===== config.mk =====
export PLATFORM = sky130hd
export DESIGN_NAME = pga_spi_responder
export DESIGN_NICKNAME = d
export VERILOG_FILES = /design/src/rtl/pga_spi_responder.sv
export SDC_FILE = /design/constraint.sdc
export NUM_CORES = 1
export LEC_CHECK = 0
export CORE_MARGIN = 5
export CORE_UTILIZATION = 30
export CTS_CLUSTER_SIZE = 12
export DETAILED_ROUTE_END_ITERATION = 10
export HOLD_SLACK_MARGIN = 0.1
export SLEW_MARGIN = 25
export SYNTH_ARGS = -nofsm -noshare
export SYNTH_HDL_FRONTEND = slang
export SYNTH_SLANG_ARGS = --single-unit

===== constraint.sdc =====
create_clock -name sck -period 2.3 [get_ports sck]
set_input_delay 0.345 -clock sck [delete_from_list [all_inputs] [get_ports sck]]
set_output_delay 0.345 -clock sck [all_outputs]
set_load 0.005 [all_outputs]

===== src/rtl/pga_spi_responder.sv =====
// SPI responder for the PGA gain link: deserializes MSB-first frames on sck,
// commits the gain code only on exactly WIDTH-bit frames, and shifts the previous code out on sdo.
module pga_spi_responder #(
    parameter int               WIDTH      = 8,
    parameter logic [WIDTH-1:0] RESET_CODE = '0,
    parameter int               CNT_W      = 8
) (
    input  logic             sck,
    input  logic             rst,
    input  logic             cs_n,
    input  logic             sdi,
    output logic             sdo,
    output logic [WIDTH-1:0] gain_o,
    output logic             valid_o,
    output logic             frame_err_o,
    output logic             busy_o,
    output logic [CNT_W-1:0] frame_cnt_o
);

    localparam int BC_W = $clog2(WIDTH + 1);

    typedef enum logic [1:0] {IDLE, SHIFT, OVERRUN} state_t;

    state_t            state, state_nxt;
    logic [WIDTH-1:0]  shreg, shreg_nxt;
    logic [WIDTH-1:0]  rb, rb_nxt;
    logic [BC_W-1:0]   bit_cnt, bit_cnt_nxt;
    logic [WIDTH-1:0]  gain_nxt;
    logic              valid_nxt;
    logic              err_nxt;
    logic [CNT_W-1:0]  fcnt_nxt;

    always_ff @(posedge sck) begin
        if (rst) begin
            state       <= IDLE;
            shreg       <= '0;
            rb          <= RESET_CODE;
            bit_cnt     <= '0;
            gain_o      <= RESET_CODE;
            valid_o     <= 1'b0;
            frame_err_o <= 1'b0;
            frame_cnt_o <= '0;
        end else begin
            state       <= state_nxt;
            shreg       <= shreg_nxt;
            rb          <= rb_nxt;
            bit_cnt     <= bit_cnt_nxt;
            gain_o      <= gain_nxt;
            valid_o     <= valid_nxt;
            frame_err_o <= err_nxt;
            frame_cnt_o <= fcnt_nxt;
        end
    end

    always_comb begin
        state_nxt   = state;
        shreg_nxt   = shreg;
        rb_nxt      = rb;
        bit_cnt_nxt = bit_cnt;
        gain_nxt    = gain_o;
        valid_nxt   = 1'b0;
        err_nxt     = frame_err_o;
        fcnt_nxt    = frame_cnt_o;
        case (state)
            IDLE: begin
                if (!cs_n) begin
                    shreg_nxt   = {shreg[WIDTH-2:0], sdi};
                    bit_cnt_nxt = BC_W'(1);
                    rb_nxt      = {rb[WIDTH-2:0], 1'b0};
                    state_nxt   = SHIFT;
                end else begin
                    rb_nxt = gain_o;
                end
            end
            SHIFT: begin
                if (!cs_n) begin
                    if (bit_cnt == BC_W'(WIDTH)) begin
                        state_nxt = OVERRUN;
                    end else begin
                        shreg_nxt   = {shreg[WIDTH-2:0], sdi};
                        bit_cnt_nxt = bit_cnt + BC_W'(1);
                        rb_nxt      = {rb[WIDTH-2:0], 1'b0};
                    end
                end else if (bit_cnt == BC_W'(WIDTH)) begin
                    gain_nxt  = shreg;
                    valid_nxt = 1'b1;
                    fcnt_nxt  = frame_cnt_o + CNT_W'(1);
                    rb_nxt    = shreg;
                    state_nxt = IDLE;
                end else begin
                    // Short frame: reload read-back so a following frame starts from gain_o
                    err_nxt   = 1'b1;
                    rb_nxt    = gain_o;
                    state_nxt = IDLE;
                end
            end
            OVERRUN: begin
                if (cs_n) begin
                    err_nxt   = 1'b1;
                    rb_nxt    = gain_o;
                    state_nxt = IDLE;
                end
            end
            default: state_nxt = IDLE;
        endcase
    end

    assign sdo    = rb[WIDTH-1];
    assign busy_o = (state != IDLE);

endmodule


## Yosys cells after proc, flatten, opt, wreduce, memory -nomap -nowiden

Index checks and enable logic that the tools add are counted.
Widths: inputs -> output; s select.

- $add $sub $neg: 2
- Equal/unequal tests: 10
- Muxes and demuxes: 24
- Bitwise operators: 2
- Reduce and logical (&&, ||, !) cells: 12

Operators by type and width:

| cell | count |
|---|---|
| $mux 8 | 8 |
| $pmux 8 s3 | 1 |
| $pmux 8 s2 | 1 |
| $mux 4 | 3 |
| $ne 2x2->1 const B | 5 |
| $reduce_and 3->1 | 3 |
| $add 8x1->8 const B | 1 |
| $mux 2 | 4 |
| $pmux 4 s2 | 1 |
| $reduce_and 4->1 | 2 |
| $ne 3x3->1 const B | 2 |
| $pmux 2 s3 | 1 |
| $reduce_bool 2->1 | 3 |
| $add 4x1->4 const B | 1 |
| $eq 4x4->1 const B | 1 |
| $mux 1 | 4 |
| $reduce_bool 3->1 | 1 |
| $reduce_or 3->1 | 1 |
| $eq 2x1->1 const B | 1 |
| $eq 2x2->1 const B | 1 |
| $logic_not 2->1 | 1 |
| $not 1->1 | 2 |
| $pmux 1 s2 | 1 |
| $reduce_and 2->1 | 1 |

- Flip-flop bits (word level): 40

## Logic depth before layout (Yosys ltp)

- Word-level depth: 4
- Depth in mapped cells: 8
- Depth with buffers taken out: 6

## Worst setup path before layout

OpenSTA, ideal clock, no wires.

- Kind: flip-flop to flip-flop
- From: register state[0]
- To: register rb[1]
- Setup time: 0.137 ns
- Arrival: 1.746 ns
- Data required time: 2.163 ns
- Path slack: 0.418 ns
- Stages on the path, launching flop included: 7
- Path buffers: 0
- Period minus slack after synthesis: 1.882 ns
- Cell sequence: dfxtp_1 -> inv_1 -> ha_1 -> mux2_2 -> a31o_2 -> a222oi_1 -> a211oi_1

- Word-level cells in the longest chain between the ends: 3
- Elaborated cells on any way between the ends: 8
- Classes of those cells: eq/ne (4); mux (1); reduce/logical (3)

RTL lines:

| what | line | source |
|---|---|---|
| from (decl) | 24 | `state_t state, state_nxt;` |
| from (signal assigned) | 44 | `state <= state_nxt;` |
| $eq 2x1->1, or another cell as far along | 64 | `case (state)` |
| $ne 3x3->1 (no line), or another cell as far along | - |  |
| $reduce_and 3->1 (no line) | - |  |
| to (signal assigned) | 46 | `rb <= rb_nxt;` |
| to (decl) | 26 | `logic [WIDTH-1:0] rb, rb_nxt;` |

Parallel ways exist; a longest one is shown, timed or not.
A chain may end at the register's enable or synchronous reset.

## Worst setup path in the final report

- From: register state[0]
- To: register rb[2]

The elaborated chain is that of the path after synthesis.

==> flow_summary.yaml <==
status:
  status: "completed"
timing:
  clock.fmax_ghz: 0.487
  tightest_slew_ps: 520
  rsz0062_at_grt: "no"
  hold_viol: 0
  fin_skew_ps: 4.96
  layout_min_cycle_time_ps: 2050
  slew_violations: 0
  fin_worst_hold_slack_ps: 488
  fin_setup_tns_ps: 0
  worst_slack_ps: 247
  relSlewSlack: 0.653
  setup_violations: 0
  fin_crit_sh: 0.893
cells_and_area:
  drive_above_1_share: 0.112
  antenna_cells: 0
  synthToLayoutAreaGrowth_pct: 23.3
  fin_area_um2: 2250
  final_cell_mix: "40 x dfxtp_1, 29 x nor2_1, 23 x clkdlybuf4s50_1"
  final_cells: 298
  final_common_cell: "dfxtp_1"
  final_nets: 233
  fillCellCount: 593
drt:
  routed_wl_um: 3920
  ant_nets: 0
  drtPass1Iterations: 5
  drc: 0
  avgRoutedWirePerCell_um: 13.1
  drt_iter0_markers: 98
  vias_per_cell: 4.95
  dr_total_vias: 1476
logic_synthesis:
  yosys.area_share.simple: 0.198
  syn_nets: 207
  netlist_area_um2: 1830
  synth.area.mux_share: 0.0670
  synth_top_family_by_area: "simple AND/OR/NAND/NOR gates"
  yosys.area_share.xor_xnor: 0.0383
  synth.distinct_cells: 38
  ys_ff_latch: 40
  yosys_warnings: 0
  synth.avg_cell_area_um2: 9.33
  postSynthCellCount: 196
  yosysSeqAreaShare: 0.438
  synthAdderAreaFrac: 0.0479
  synth_compound_area_frac: 0.160
cts:
  postCtsSetupRepairBufs: 0
  htree_levels: 2
  cts_hold_buf: 0
  cts_tree: "yes"
  clock_latency_ps: 300
  max-clock-path-buffers: 2
  cts.sinks: 40
  numCtsBuffers: 5
  clk_pin_slew_ps: 80
  cts_root_buffer: "clkbuf_8"
  post_cts_resized: 0
grt:
  antenna_found_initial: 0
  grt_max_degree: 31
  grt_use_total: 0.106
  overflow: 0
  grt_pass1_vias: 1285
  grt_pass1_wl_um: 6350
floorplanning:
  die_x_um: 88.1
  dieArea_um2: 7760
  start_util: 0.309
  die_h_um: 88.1
  core_region_area_um2: 5920
  rows: 28
  num_io_pins: 24
placed_design:
  port_buffers: 23
  placedCellCount: 290
  place_congestion: 0.709
  place_area_um2: 2140
  dp_hpwl_um: 2760
  dp_slack_ps: 247
hold_path:
  hold_start: "shreg[7]"
  min_path_type: "reg -> reg"
setup_path:
  path_max_fanout: 8
  r2r-start: "state[0]"
  crit_path_end_kind: "flip-flop"
  critical_path.startpoint: "state[0]"
  critPathArrivalTime_ps: 2230
  start_kind: "flip-flop"
  cp.required_ps: 2480
  crit_type: "reg -> reg"
power_and_ir_drop:
  peakVddDrop_v: 0.000322
  leakage_uw: 0.000829
  power_density_nw_per_um2: 628
flow_run:
  maxCapViolations: 0
[state kept, by name, summed over array words and instances (netlist names)]
| signal | flops |
|---|---|
| bit_cnt | 4 |
| frame_cnt_o | 8 |
| shreg | 8 |
| gain_o | 8 |
| frame_err_o | 1 |
| valid_o | 1 |
| state | 2 |
| rb | 8 |
[path summary, 6_finish.rpt]
path                to  slack, ps  depth (start not counted)
max reg2reg      rb[2]        250                          6
min          gain_o[7]        490                          2
max              rb[2]        250                          6
min reg2reg  gain_o[7]        490                          2
[worst max-delay path, stage by stage (launching register included)]
cell and delay, ps:
dfxtp_1 400, inv_1 90, ha_1 340, mux2_2 340
a31o_2 270, a222oi_1 370, a211oi_1 120
[through the flow]
stage	power, uW	util
2_1_floorplan	804	-
3_3_place_gp	841	0.361
3_5_place_dp	841	0.361
4_1_cts	1430	0.381
5_1_grt	1480	0.381
6_report	1420	0.381
[kinds of logic after synthesis]
logic type | after synthesis
and+or+nand+nor | 73
AOI/OAI and AO/OA | 38
muxes | 12
adders and majority gates | 7
DFF | 40
buffers and inverters | 18
xor gates and xnor gates | 8
[layout make-up]
type | count | area [um^2] | share of cell area
clock buffers | 5 | 68.8 | 0.0305
clock inverters | 3 | 46.3 | 0.0205
inverters | 7 | 26.3 | 0.0117
multi-input cells | 138 | 936 | 0.415
flip-flops and latches | 40 | 801 | 0.355
well taps | 75 | 93.8 | 0.0416
repair buffers | 30 | 283 | 0.125
[Yosys cell counts (all sizes together)]
cell type  instances  area (um^2)
mux2i             10          100
nor2              29          109
a211oi            10         85.1
o22a               1         8.76
a21o               1         7.51
nand3b             2         15.0
o2bb2ai            1         8.76
nand4              5         31.3
nor4b              1         15.0
nand3              3         15.0
nand2             19         71.3
nand2b             2         12.5
nor4               1         12.5
mux2               2         22.5
and3               2         12.5
o21ai              2         10.0
a21oi             13         65.1
and4               1         8.76
o31ai              1         21.3
a22oi              1         7.51
and2               3         18.8
ha                 7         87.6
nor3               2         15.0
and4b              1         13.8
a222oi             7         70.1
nor2b              2         12.5
a31o               1         8.76
clkbuf             3         11.3
xnor2              3         26.3
xor2               5         43.8
inv                7         26.3
dfxtp             40          801
buf                8         55.1
[layer usage]
layer / track usage / vias to the layer above / part of all wire
met3: 0.0301 / 7 / 0.057
met2: 0.157 / 40 / 0.45
met1: 0.140 / 680 / 0.46
met4: 0.0536 / 0 / 0.025
li1: - / 749 / -
met5: 0 / - / 0
[power breakdown]
group | leakage [uW] | internal, uW | switching [uW]
Clock | 0.0000548 | 327 | 266
Sequential | 0.000323 | 701 | 8.71
Combinational | 0.000451 | 48.1 | 65.9
Power figures use the tool's default switching activity.
